==> config.mk <==
export PLATFORM = sky130hd
export DESIGN_NAME = axi4l_regbank
export DESIGN_NICKNAME = d
export VERILOG_FILES = /design/src/rtl/axi4l_regbank.sv
export SDC_FILE = /design/constraint.sdc
export NUM_CORES = 1
export LEC_CHECK = 0
export ABC_AREA = 1
export CORE_MARGIN = 3
export CORE_UTILIZATION = 43
export DETAILED_ROUTE_END_ITERATION = 8
export PLACE_DENSITY = 0.81
export SETUP_SLACK_MARGIN = 0.02
export SLEW_MARGIN = 20
export SYNTH_ARGS = -nofsm -noshare
export SYNTH_HDL_FRONTEND = slang
export SYNTH_SLANG_ARGS = --single-unit
==> constraint.sdc <==
create_clock -name aclk -period 1.45 [get_ports aclk]
set_input_delay 0.2175 -clock aclk [delete_from_list [all_inputs] [get_ports aclk]]
set_output_delay 0.2175 -clock aclk [all_outputs]
set_load 0.005 [all_outputs]
==> src/rtl/axi4l_regbank.sv <==
// axi4l_regbank: generic AXI4-Lite control/status register bank.
// RW registers take byte-strobed writes, RO registers mirror regs_i, bad accesses get error responses.
module axi4l_regbank #(
  parameter int                       NREGS     = 4,
  parameter int                       DATA_W    = 32,
  parameter int                       ADDR_W    = 4,
  parameter logic [NREGS-1:0]         RO_MASK   = {NREGS{1'b0}},
  parameter logic [NREGS*DATA_W-1:0]  RESET_VAL = {NREGS*DATA_W{1'b0}}
) (
  input  logic                     aclk,
  input  logic                     areset_n,
  input  logic                     awvalid,
  output logic                     awready,
  input  logic [ADDR_W-1:0]        awaddr,
  input  logic [2:0]               awprot,
  input  logic                     wvalid,
  output logic                     wready,
  input  logic [DATA_W-1:0]        wdata,
  input  logic [DATA_W/8-1:0]      wstrb,
  output logic                     bvalid,
  input  logic                     bready,
  output logic [1:0]               bresp,
  input  logic                     arvalid,
  output logic                     arready,
  input  logic [ADDR_W-1:0]        araddr,
  input  logic [2:0]               arprot,
  output logic                     rvalid,
  input  logic                     rready,
  output logic [DATA_W-1:0]        rdata,
  output logic [1:0]               rresp,
  output logic [NREGS*DATA_W-1:0]  regs_o,
  input  logic [NREGS*DATA_W-1:0]  regs_i,
  output logic [NREGS-1:0]         wr_pulse_o
);

  localparam int STRB_W = DATA_W / 8;
  localparam int OFF_W  = $clog2(STRB_W);

  localparam logic [1:0] RESP_OKAY   = 2'b00;
  localparam logic [1:0] RESP_SLVERR = 2'b10;
  localparam logic [1:0] RESP_DECERR = 2'b11;

  typedef enum logic [1:0] {W_IDLE = 2'd0, W_EXEC = 2'd1, W_RESP = 2'd2} wstate_t;
  typedef enum logic {R_IDLE = 1'b0, R_RESP = 1'b1} rstate_t;

  function automatic int reg_index(input logic [ADDR_W-1:0] a);
    return int'(a[ADDR_W-1:OFF_W]);
  endfunction

  function automatic logic [DATA_W-1:0] merge_bytes(input logic [DATA_W-1:0] old_v,
                                                    input logic [DATA_W-1:0] new_v,
                                                    input logic [STRB_W-1:0] strb);
    logic [DATA_W-1:0] res;
    res = old_v;
    for (int k = 0; k < STRB_W; k++) begin
      res[k*8 +: 8] = strb[k] ? new_v[k*8 +: 8] : old_v[k*8 +: 8];
    end
    return res;
  endfunction

  // RO slots never hold state, so their flops reset to zero and stay there.
  function automatic logic [NREGS*DATA_W-1:0] rw_reset_value();
    logic [NREGS*DATA_W-1:0] v;
    v = RESET_VAL;
    for (int i = 0; i < NREGS; i++) begin
      v[i*DATA_W +: DATA_W] = RO_MASK[i] ? {DATA_W{1'b0}} : RESET_VAL[i*DATA_W +: DATA_W];
    end
    return v;
  endfunction

  localparam logic [NREGS*DATA_W-1:0] REG_RST = rw_reset_value();

  wstate_t                  wstate_q, wstate_d;
  rstate_t                  rstate_q, rstate_d;
  logic                     aw_held_q, aw_held_d, w_held_q, w_held_d;
  logic [ADDR_W-1:0]        awaddr_q, awaddr_d;
  logic [DATA_W-1:0]        wdata_q, wdata_d;
  logic [STRB_W-1:0]        wstrb_q, wstrb_d;
  logic                     bvalid_q, bvalid_d;
  logic [1:0]               bresp_q, bresp_d;
  logic [NREGS-1:0]         wr_pulse_q, wr_pulse_d;
  logic [NREGS*DATA_W-1:0]  regs_q, regs_d;
  logic                     rvalid_q, rvalid_d;
  logic [DATA_W-1:0]        rdata_q, rdata_d;
  logic [1:0]               rresp_q, rresp_d;
  logic [NREGS-1:0]         wr_hit_s;
  logic                     wr_ok_s, wr_ro_s, rd_hit_s;
  logic [DATA_W-1:0]        rd_word_s;
  logic                     unused_s;

  assign awready    = (wstate_q == W_IDLE) && !aw_held_q;
  assign wready     = (wstate_q == W_IDLE) && !w_held_q;
  assign arready    = (rstate_q == R_IDLE);
  assign bvalid     = bvalid_q;
  assign bresp      = bresp_q;
  assign rvalid     = rvalid_q;
  assign rdata      = rdata_q;
  assign rresp      = rresp_q;
  assign regs_o     = regs_q;
  assign wr_pulse_o = wr_pulse_q;
  assign unused_s   = ^{awprot, arprot, awaddr_q[OFF_W-1:0], araddr[OFF_W-1:0], regs_i};

  // Decode of the latched write address into a one-hot register hit.
  always_comb begin
    wr_hit_s = {NREGS{1'b0}};
    for (int i = 0; i < NREGS; i++) begin
      wr_hit_s[i] = (reg_index(awaddr_q) == i);
    end
    wr_ok_s = |(wr_hit_s & ~RO_MASK);
    wr_ro_s = |(wr_hit_s & RO_MASK);
  end

  // Write FSM: collect AW and W independently, execute once, then hold the response.
  always_comb begin
    wstate_d   = wstate_q;
    aw_held_d  = aw_held_q;
    w_held_d   = w_held_q;
    awaddr_d   = awaddr_q;
    wdata_d    = wdata_q;
    wstrb_d    = wstrb_q;
    bvalid_d   = bvalid_q;
    bresp_d    = bresp_q;
    wr_pulse_d = {NREGS{1'b0}};
    regs_d     = regs_q;
    case (wstate_q)
      W_IDLE: begin
        if (awvalid && awready) begin
          aw_held_d = 1'b1;
          awaddr_d  = awaddr;
        end else begin
          aw_held_d = aw_held_q;
        end
        if (wvalid && wready) begin
          w_held_d = 1'b1;
          wdata_d  = wdata;
          wstrb_d  = wstrb;
        end else begin
          w_held_d = w_held_q;
        end
        if (aw_held_d && w_held_d) begin
          wstate_d = W_EXEC;
        end else begin
          wstate_d = W_IDLE;
        end
      end
      W_EXEC: begin
        if (wr_ok_s) begin
          bresp_d    = RESP_OKAY;
          wr_pulse_d = wr_hit_s & {NREGS{|wstrb_q}};
        end else if (wr_ro_s) begin
          bresp_d = RESP_SLVERR;
        end else begin
          bresp_d = RESP_DECERR;
        end
        for (int i = 0; i < NREGS; i++) begin
          regs_d[i*DATA_W +: DATA_W] = (wr_hit_s[i] && !RO_MASK[i])
            ? merge_bytes(regs_q[i*DATA_W +: DATA_W], wdata_q, wstrb_q)
            : regs_q[i*DATA_W +: DATA_W];
        end
        bvalid_d = 1'b1;
        wstate_d = W_RESP;
      end
      W_RESP: begin
        if (bready) begin
          bvalid_d  = 1'b0;
          aw_held_d = 1'b0;
          w_held_d  = 1'b0;
          wstate_d  = W_IDLE;
        end else begin
          bvalid_d = 1'b1;
        end
      end
      default: begin
        wstate_d = W_IDLE;
      end
    endcase
  end

  // Read mux: stored value for RW slots, live status for RO slots, zero when unmapped.
  always_comb begin
    rd_word_s = {DATA_W{1'b0}};
    rd_hit_s  = 1'b0;
    for (int i = 0; i < NREGS; i++) begin
      rd_hit_s  = rd_hit_s | (reg_index(araddr) == i);
      rd_word_s = rd_word_s | ({DATA_W{reg_index(araddr) == i}} &
                  (RO_MASK[i] ? regs_i[i*DATA_W +: DATA_W] : regs_q[i*DATA_W +: DATA_W]));
    end
  end

  // Read FSM: capture data at the AR handshake and hold it until rready.
  always_comb begin
    rstate_d = rstate_q;
    rvalid_d = rvalid_q;
    rdata_d  = rdata_q;
    rresp_d  = rresp_q;
    case (rstate_q)
      R_IDLE: begin
        if (arvalid) begin
          rdata_d  = rd_word_s;
          rresp_d  = rd_hit_s ? RESP_OKAY : RESP_DECERR;
          rvalid_d = 1'b1;
          rstate_d = R_RESP;
        end else begin
          rstate_d = R_IDLE;
        end
      end
      R_RESP: begin
        if (rready) begin
          rvalid_d = 1'b0;
          rstate_d = R_IDLE;
        end else begin
          rvalid_d = 1'b1;
        end
      end
      default: begin
        rstate_d = R_IDLE;
      end
    endcase
  end

  // State registers with synchronous active-low reset.
  always_ff @(posedge aclk) begin
    if (!areset_n) begin
      wstate_q   <= W_IDLE;
      rstate_q   <= R_IDLE;
      aw_held_q  <= 1'b0;
      w_held_q   <= 1'b0;
      awaddr_q   <= {ADDR_W{1'b0}};
      wdata_q    <= {DATA_W{1'b0}};
      wstrb_q    <= {STRB_W{1'b0}};
      bvalid_q   <= 1'b0;
      bresp_q    <= 2'b00;
      wr_pulse_q <= {NREGS{1'b0}};
      regs_q     <= REG_RST;
      rvalid_q   <= 1'b0;
      rdata_q    <= {DATA_W{1'b0}};
      rresp_q    <= 2'b00;
    end else begin
      wstate_q   <= wstate_d;
      rstate_q   <= rstate_d;
      aw_held_q  <= aw_held_d;
      w_held_q   <= w_held_d;
      awaddr_q   <= awaddr_d;
      wdata_q    <= wdata_d;
      wstrb_q    <= wstrb_d;
      bvalid_q   <= bvalid_d;
      bresp_q    <= bresp_d;
      wr_pulse_q <= wr_pulse_d;
      regs_q     <= regs_d;
      rvalid_q   <= rvalid_d;
      rdata_q    <= rdata_d;
      rresp_q    <= rresp_d;
    end
  end

endmodule

==> flow_metrics.env <==
export IMPL_cts_reportedPaths_clkPinSlew_ns=0.06
export IMPL_relSlewSlack_pct=66.94
export IMPL_syn_to_final_growth_pct=54.89
export IMPL_clock_latency_ns=0.50
export IMPL_grt_max_degree=79
export IMPL_cts_buffer_depth=3
export IMPL_finalPower_mw=16.58
export IMPL_core_rowCount=50
export IMPL_grt_pass1_wl_mm=48.37
export IMPL_die_area_mm2=0.02125
export IMPL_first_pass_iters=5
export IMPL_grt_pass1_vias=9067
export IMPL_seq_area_frac_synth_pct=50.29
export IMPL_synth_ff_type="dfxtp_1"
export IMPL_drc=0
export IMPL_place_port_buffers=219
export IMPL_tritoncts="built"
export IMPL_instances_no_fill=1706
export IMPL_finish_utilization_pct=68.63
export IMPL_synth_top_area_share_pct=50.29
export IMPL_dp_cells=1634
export IMPL_design_area_mm2=0.01301
export IMPL_crit_fanout=2
export IMPL_r2r_start="wstate_q[1]"
export IMPL_wl_per_cell_um=19.48
export IMPL_async_flop_share_pct=0
export IMPL_status="finished with violations"
export IMPL_p_leak_nw=6.029
export IMPL_synth_seq_cells=211
export IMPL_rrSetupSlack_ns=-0.15
export IMPL_ys_top_cells_by_count="333 x nor2_1, 211 x dfxtp_1, 168 x nand3_1"
export IMPL_vias=9644
export IMPL_worstPathRequired_ns=1.23
export IMPL_min_path_cells=3
export IMPL_synthTopCellsByArea="dfxtp_1 50%, nor2_1 15%, nand3_1 10%"
export IMPL_syn_area_mm2=0.008399
export IMPL_hold_start="areset_n"
export IMPL_n_fill_cell=1457
export IMPL_worst_hold_path_endpoint="bresp[0]"
export IMPL_fin_hold_ws_ns=0.1037
export IMPL_fin_ws_ns=-0.2160
export IMPL_grt_ovfl_total=0
export IMPL_critical_path_arrival_ns=1.45
export IMPL_cp_start_kind="register"
export IMPL_start_util_pct=44.31
export IMPL_dpl_hpwl_mm=19.20
export IMPL_hold_path_class="primary input to register"
export IMPL_ys_types=18
export IMPL_wl_mm=33.23
export IMPL_ys_warnings_count=0
export IMPL_viasPerCell=5.653
export IMPL_crit_path_end_kind="primary output"
export IMPL_numCtsBuffers=23
export IMPL_place_area_mm2=0.01113
export IMPL_clock_sinks=211
export IMPL_power_density_mw_per_mm2=1274
export IMPL_peakVddDrop_v=0.0009513
export IMPL_maxCapViolCount=0
export IMPL_r2r_worst_path_cells=11
export IMPL_fmax_mhz=600.2
export IMPL_syn_mean_instance_area_um2=7.191
export IMPL_first_iter_violations=1084
export IMPL_setup_violations=101
export IMPL_worst_slew_pin_slew_ns=0.4921
export IMPL_drtAntennaViolNets=0
export IMPL_violations="setup timing"
export IMPL_synth_edf_count=0
export IMPL_core_mm2=0.01896
export IMPL_gp_congestion=0.8669
export IMPL_syn_nets=1357
export IMPL_rsz0062_at_grt="yes"
export IMPL_synth_most_common_cell="nor2_1"
export IMPL_antenna_found_initial=0
export IMPL_crit_type="register to primary output"
export IMPL_yosysTopAreaCell="dfxtp_1"
export IMPL_hold_violations=0
export IMPL_synth_cells=1168
export IMPL_diodes=0
export IMPL_grt_usage_pct=27.50
export IMPL_nets=1619
export IMPL_htreeDepth=1
export IMPL_die_w_um=145.8
export IMPL_ios=358
export IMPL_r2r_end="regs_o[6]"
export IMPL_fin_crit_ns=1.666
export IMPL_die_h_um=145.8
export IMPL_fin_crit_sh_pct=114.9
export IMPL_drive_gt1_share_pct=25.73
export IMPL_fin_worst_skew_ns=0.009868
export IMPL_final_max_slew_viol_count=0
export IMPL_cts_root_buf="clkbuf_16"
==> flip-flops by register name (all words and copies together), names as in the netlist, 2 cells and up <==
register,flops
regs_o,128
awaddr_q,2
wstrb_q,4
wdata_q,32
wr_pulse_o,4
wstate_q,2
rdata,32
==> routing by layer <==
layer,share of wire (%),global-route usage (%),up-vias
met5,0,0,-
met4,4.2,10.83,0
met3,12,6.447,131
met2,45,43.80,665
met1,39,36.26,4472
li1,-,-,4376
==> cell usage in the layout (no fill, tap or decap), types with 3 or more instances in the layout <==
cell	netlist	final
buf_6	0	21
nand2_1	125	107
inv_2	13	9
a21oi_2	0	15
dfxtp_1	211	112
o21ai_1	0	65
clkbuf_16	0	26
nand2_4	0	10
inv_4	0	7
inv_1	26	15
o21ai_2	0	45
clkbuf_8	0	7
clkbuf_1	33	3
inv_8	0	3
bufinv_16	0	4
buf_12	0	14
nand2_8	0	7
inv_6	0	3
clkdlybuf4s50_1	0	43
nand3_1	168	165
nor2_1	333	307
a21oi_1	42	27
nor3_1	4	4
nor2_2	7	22
buf_4	2	45
o21ai_0	166	54
nor2_4	0	11
dlygate4sd2_1	0	169
dfxtp_2	0	99
==> logic make-up after synthesis <==
family / Yosys count / synth area share [%]
DFF: 211 / 50.29
and+or+nand+nor: 637 / 31.24
adders and majority gates: 4 / 0.5959
buffers and inverters: 105 / 5.229
AOI/OAI and AO/OA: 211 / 12.65
==> cell type report <==
class	count	area, um^2	area share [%]
Multi-Input combinational cell	853	4359	33.51
Sequential cell	211	4348	33.42
Timing Repair Buffer	302	2923	22.47
Clock buffer	33	683.2	5.251
Tap cell	260	325.3	2.500
Inverter	39	226.5	1.741
Clock inverter	8	145.1	1.116
==> critical path: stages, from the launching register on <==
cell and delay, ns:
dfxtp_2 0.33, inv_2 0.08, ha_4 0.16, inv_4 0.05
buf_6 0.12, nor2_4 0.10, buf_6 0.11
==> through the flow <==
stage	worst slack, ns	TNS, ns
6_report	-0.2160	-5.088
2_1_floorplan	0.1062	0
3_5_place_dp	-0.1766	-11.41
3_3_place_gp	-0.1584	-7.947
4_1_cts	-0.1980	-0.8759
5_1_grt	-0.2571	-11.86
==> where the power goes <==
group          internal (mW)  leakage (nW)  switching [mW]
Combinational           1.64          3.86            1.98
Clock                   3.98         0.402            2.38
Sequential              6.16          1.76           0.446
==> worst max-delay path by stage <==
stage                     slack (ns)  cells after the start           to        start
final                          -0.22                      6      awready  wstate_q[0]
after global routing           -0.26                      6      awready  wstate_q[0]
after CTS                      -0.20                      6       wready  wstate_q[1]
after detailed placement       -0.18                      9    regs_o[6]  wstate_q[1]
after global placement         -0.16                      6       wready  wstate_q[1]
after floorplan                 0.11                      7  wdata_q[17]  wstate_q[1]
==> repair_timing <==
action,CTS,global route
hold buffers,0,0
gates resized for setup,451,171
pin swaps,5,11
gates cloned,2,3
buffers inserted,21,6
endpoints found under the setup margin,327,170
endpoints found under the hold margin,0,0
Note: power is estimated with default switching activity, not from simulation.
==> patch 1, RTL diff (config.mk and constraints unchanged) <==
Set the parameter `ADDR_W` to 3 (it was 4).
--- a/src/rtl/axi4l_regbank.sv
+++ b/src/rtl/axi4l_regbank.sv
@@ -3,7 +3,7 @@
 module axi4l_regbank #(
   parameter int                       NREGS     = 4,
   parameter int                       DATA_W    = 32,
-  parameter int                       ADDR_W    = 4,
+  parameter int                       ADDR_W    = 3,
   parameter logic [NREGS-1:0]         RO_MASK   = {NREGS{1'b0}},
   parameter logic [NREGS*DATA_W-1:0]  RESET_VAL = {NREGS*DATA_W{1'b0}}
 ) (
Interface: changed (resized araddr and awaddr); port bits go from 358 to 356. No check against the original RTL was run, so the function may have changed too.
==> patch 1 against the original RTL <==
- the run still ends with setup timing left
- power down 36%
- count of clock-buffer cells in the layout shrank 15
- hold slack better by 89 ps
- cell area decreased by 35%
- utilization fell by 6.0 points
- worst setup slack gained 210 ps
- critical path depth decreased by 1
- synthesized area down 29%
- sequential cell count decreased by 69
- wire length decreased by 46%
- critical path type unchanged
==> patch 1: results (changes against the original RTL) <==
================================================================================
Number of antenna violations at the first check in global routing .            7   was 0
Power per Cell Area ............................................... 1260 nW/um^2   was 1270 nW/um^2
Post-Place Cell Area ..............................................   7670 sq um   was 11100 sq um
Setup-violating endpoint count in the final report ................            2   was 101
Fillers ...........................................................         1216   was 1457
Post-Syn Area per Cell ............................................   7.35 sq um   was 7.19 sq um
Number of library cell types mapped by synthesis ..................           22   was 18
Status ............................................................ complete, but fails checks   unchanged
Data arrival time of the critical path ............................      1240 ps   was 1450 ps
Violations in the final reports ................................... setup timing   unchanged
DP Cell Count .....................................................         1140   was 1634
Clk buf depth .....................................................            2   was 3
Sum of net half-perimeters after detailed placement ...............     12600 um   was 19200 um
Leading post-synthesis cells by instance count .................... nor2_1 (208), dfxtp_1 (142), o21ai_0 (98), nand2_1 (79), a21oi_1 (73)   was nor2_1 (333), dfxtp_1 (211), nand3_1 (168), o21ai_0 (166), nand2_1 (125)
Worst reg2reg setup slack .........................................         0 ps   was -150 ps
Worst skew pair latency ...........................................       430 ps   was 500 ps
Post-synthesis sequential area ratio ..............................        47.4%   was 50.3%
R2r worst-path depth ..............................................            9   was 11
Smallest setup slack after layout .................................     -9.87 ps   was -216 ps
Number of DRC markers in iteration 0 ..............................          410   was 1084
Net switching share of the total power ............................        24.7%   was 29.0%
Post-detailed-route via-to-cell ratio .............................         4.90   was 5.65
Global-route wire length before repair ............................     27100 um   was 48400 um
Number of flip-flops under the largest register name ..............           64   was 128
Total Routed Length ...............................................     17900 um   was 33200 um
Final #Nets .......................................................         1173   was 1619
Post-placement setup slack ........................................      -136 ps   was -177 ps
================================================================================
[patch 1: cell count changes after synthesis, sizes merged, moves of 46 or more]
cell,delta
buf,+46
dfxtp,-69
nor2,-126
nand2,-46
o21ai,-67
nand3,-126
[patch 1: cell type report]
class	count	share of cell area, %
flip-flops and latches	142	34.3
multi-input cells	583	31.5
repair buffers	191	21.2
clock buffers	18	5.21
clock inverters	14	2.82
well taps	176	2.61
inverters	52	2.38
[patch 1: worst max-delay path, cell delays in order, from the launching register on]
cell	delay (ps)
dfxtp_2	330
inv_2	80
ha_4	160
inv_4	50
nor2_2	90
buf_2	120
[patch 1: per-stage QoR]
stage / hold slack (ps) / power, W
after floorplan: 372 / 0.00513
after global placement: 459 / 0.00570
after detailed placement: 459 / 0.00573
after CTS: 177 / 0.0107
after global routing: 187 / 0.0110
final: 192 / 0.0106
[patch 1: per-layer routing]
layer  share of wire, %  wire length [um]  vias up  GRT usage [%]
met1                 41              7340     2631           29.1
met3                 11              1960       34           9.81
met5               0.55                98        -              0
met2                 46              8170      272           35.3
met4                1.6               293       14           8.01
li1                   -                 -     2816              -
[patch 1: worst max-delay path by stage]
stage                        startpoint                      to  cells past startpoint
2_1_floorplan  wstate_q[1]$_SDFFE_PN0P_  regs_o[0]$_SDFFE_PN0P_                      7
5_1_grt        wstate_q[0]$_SDFFE_PN0P_                 awready                      5
3_3_place_gp   wstate_q[1]$_SDFFE_PN0P_  regs_o[2]$_SDFFE_PN0P_                      8
4_1_cts        wstate_q[1]$_SDFFE_PN0P_                  wready                      5
3_5_place_dp   wstate_q[1]$_SDFFE_PN0P_  regs_o[2]$_SDFFE_PN0P_                      8
6_report       wstate_q[0]$_SDFFE_PN0P_                 awready                      5
[patch 1: what timing repair did]
action,CTS,global route
setup endpoints to repair,185,50
setup buffers,3,1
pin swaps,1,17
resized for setup,165,38
[patch 1: cell families (layout without fill, tap and decap cells)]
family          count (synthesis)  after routing
flops                         142            142
simple gates                  336            336
fa+ha+maj                       3              3
buf+inv                       160            275
other cells                     1             70
compound gates                174            174
[patch 1: power by group through the flow]
stage	registers, W	logic [W]	clock network, W
2_1_floorplan	0.00433	0.000793	0
3_3_place_gp	0.00435	0.00135	0
3_5_place_dp	0.00436	0.00138	0
4_1_cts	0.00428	0.00135	0.00503
5_1_grt	0.00431	0.00153	0.00521
6_report	0.00429	0.00139	0.00497
==> patch 2, RTL diff (config.mk and constraints unchanged) <==
Made on the original files. Encoding of `wstate_t`: now one-hot (3 bits for 3 states).
--- a/src/rtl/axi4l_regbank.sv
+++ b/src/rtl/axi4l_regbank.sv
@@ -40,7 +40,7 @@
   localparam logic [1:0] RESP_SLVERR = 2'b10;
   localparam logic [1:0] RESP_DECERR = 2'b11;
 
-  typedef enum logic [1:0] {W_IDLE = 2'd0, W_EXEC = 2'd1, W_RESP = 2'd2} wstate_t;
+  typedef enum logic [2:0] {W_IDLE = 3'b001, W_EXEC = 3'b010, W_RESP = 3'b100} wstate_t;
   typedef enum logic {R_IDLE = 1'b0, R_RESP = 1'b1} rstate_t;
 
   function automatic int reg_index(input logic [ADDR_W-1:0] a);
Check against the original RTL: same outputs for any inputs over 4 cycles, from zero or initial values and one cycle with areset_n low; so few cycles prove little.
==> patch 2 against the original RTL <==
- the run still ends with setup timing left
- clock power increased by 1%
- cell area up 8.9%
- sequential cell count is 1 higher
- power is 7.2% lower
- wire length rose by 4.5%
- synthesized area increased by 14%
- utilization fell by 3.9 points
- worst setup slack improved by 110 ps
- critical path type unchanged
- highest routed layer is now met5
==> patch 2: results (changes against the original RTL) <==
================================================================================
Launching point of the worst reg2reg path ......................... wstate_q[0]$_SDFFE_PN1P_   was wstate_q[1]$_SDFFE_PN0P_
Worst hold margin .................................................       280 ps   was 104 ps
Smallest setup slack after layout .................................      -106 ps   was -216 ps
Fraction of final layout cells with drive strength greater than 1 .        17.7%   was 25.7%
Violations in the final reports ................................... setup timing   unchanged
Global-route wire length before repair ............................     52900 um   was 48400 um
Global router's overall resource usage ............................        27.2%   was 27.5%
Number of clock buffers inserted by TritonCTS .....................           24   was 23
Biggest area contributors in the synthesized netlist .............. dfxtp_1 (44%), nand2_1 (16%), nor2_1 (15%)   was dfxtp_1 (50%), nor2_1 (15%), nand3_1 (10%)
Vias in the first global route ....................................         9795   was 9067
Data arrival time of the critical path ............................      1340 ps   was 1450 ps
Final RePlAce weighted congestion .................................        0.895   was 0.867
Sum of net half-perimeters after detailed placement ...............     22100 um   was 19200 um
R2r worst-path depth ..............................................           10   was 11
End of the worst hold path ........................................ wdata_q[16]$_SDFFE_PN0P_   was bresp[0]$_SDFFE_PN0N_
Leakage ...........................................................      6.84 nW   was 6.03 nW
Worst-case clock skew .............................................      12.1 ps   was 9.87 ps
Endpoint of the worst-slack reg-to-reg timing path ................ regs_o[61]$_SDFFE_PN0P_   was regs_o[6]$_SDFFE_PN0P_
Max IR drop VDD ...................................................       694 uV   was 951 uV
Worst-margin pin slew .............................................       348 ps   was 492 ps
Status ............................................................ complete, but fails checks   unchanged
Final #Nets .......................................................         1908   was 1619
Leading post-synthesis cells by instance count .................... nand2_1 (412), nor2_1 (382), dfxtp_1 (212), nand4_1 (135), inv_1 (117)   was nor2_1 (333), dfxtp_1 (211), nand3_1 (168), o21ai_0 (166), nand2_1 (125)
Setup-violating endpoint count in the final report ................           37   was 101
Worst skew pair latency ...........................................       520 ps   was 500 ps
================================================================================
[patch 2: area by class of cell]
| type | count | area share [%] |
|---|---|---|
| diodes | 1 | 0.0177 |
| clock buffers | 32 | 4.96 |
| clock inverters | 12 | 1.05 |
| inverters | 121 | 3.25 |
| multi-input cells | 1027 | 32.6 |
| flip-flops and latches | 212 | 30.9 |
| well taps | 280 | 2.47 |
| repair buffers | 337 | 24.8 |
[patch 2: layer usage]
layer  part of all wire, %  global-route usage [%]
met1                    41                    36.7
met2                    45                    43.5
met3                    10                    4.95
met4                   3.4                    9.96
met5                  0.12                       0
[patch 2: cell families (layout without fill, tap and decap cells)]
logic type	after synthesis	count (layout)	share of synthesized area, %
flip-flops	212	212	44.2
buffers and inverters	215	502	9.05
AO/OA/AOI/OAI	37	37	1.96
other	0	1	0
AND/OR/NAND/NOR	989	990	44.8
[patch 2: power by group]
group          switching, W  internal [W]  total, W
Clock               0.00249       0.00394   0.00643
Sequential         0.000144       0.00609   0.00623
Combinational       0.00171       0.00101   0.00272
[patch 2: worst max path at each step]
stage / start / to / slack (ps) / cells after the start
after floorplan: awaddr_q[2]$_SDFFE_PN0P_ / regs_o[117]$_SDFFE_PN0P_ / 160 / 6
after global placement: araddr[3] / rdata[20]$_SDFFE_PN0P_ / -150 / 8
after detailed placement: araddr[3] / rdata[21]$_SDFFE_PN0P_ / -220 / 8
after CTS: wstate_q[0]$_SDFFE_PN1P_ / wready / -190 / 5
after global routing: wstate_q[1]$_SDFFE_PN0P_ / wready / -160 / 4
final: wstate_q[1]$_SDFFE_PN0P_ / wready / -110 / 4
[patch 2: critical path, stage by stage (launching register included)]
cell and delay, ps:
dfxtp_2 340, nor3_4 200, inv_2 70, nor2_4 90, buf_2 120
[patch 2: stage by stage]
| stage | instance area, sq um | instances | setup TNS [ps] | setup WS (ps) | power (W) |
|---|---|---|---|---|---|
| after detailed placement | 12600 | 1928 | -4740 | -221 | 0.00883 |
| after floorplan | 9600 | 1453 | 0 | 160 | 0.00774 |
| after global routing | 14200 | 2021 | -6290 | -164 | 0.0160 |
| after CTS | 13900 | 2010 | -2850 | -189 | 0.0153 |
| after global placement | 12600 | 1928 | -3430 | -148 | 0.00877 |
| final | 14200 | 2022 | -835 | -106 | 0.0154 |
[patch 2: what timing repair did]
action                                  in CTS  in global routing
gates cloned                                 9                  4
buffers inserted                            29                 10
hold buffers                                 1                  0
pin swaps                                   10                 21
endpoints found under the setup margin     215                179
hold endpoints to repair                     6                  0
resized for setup                          314                 30
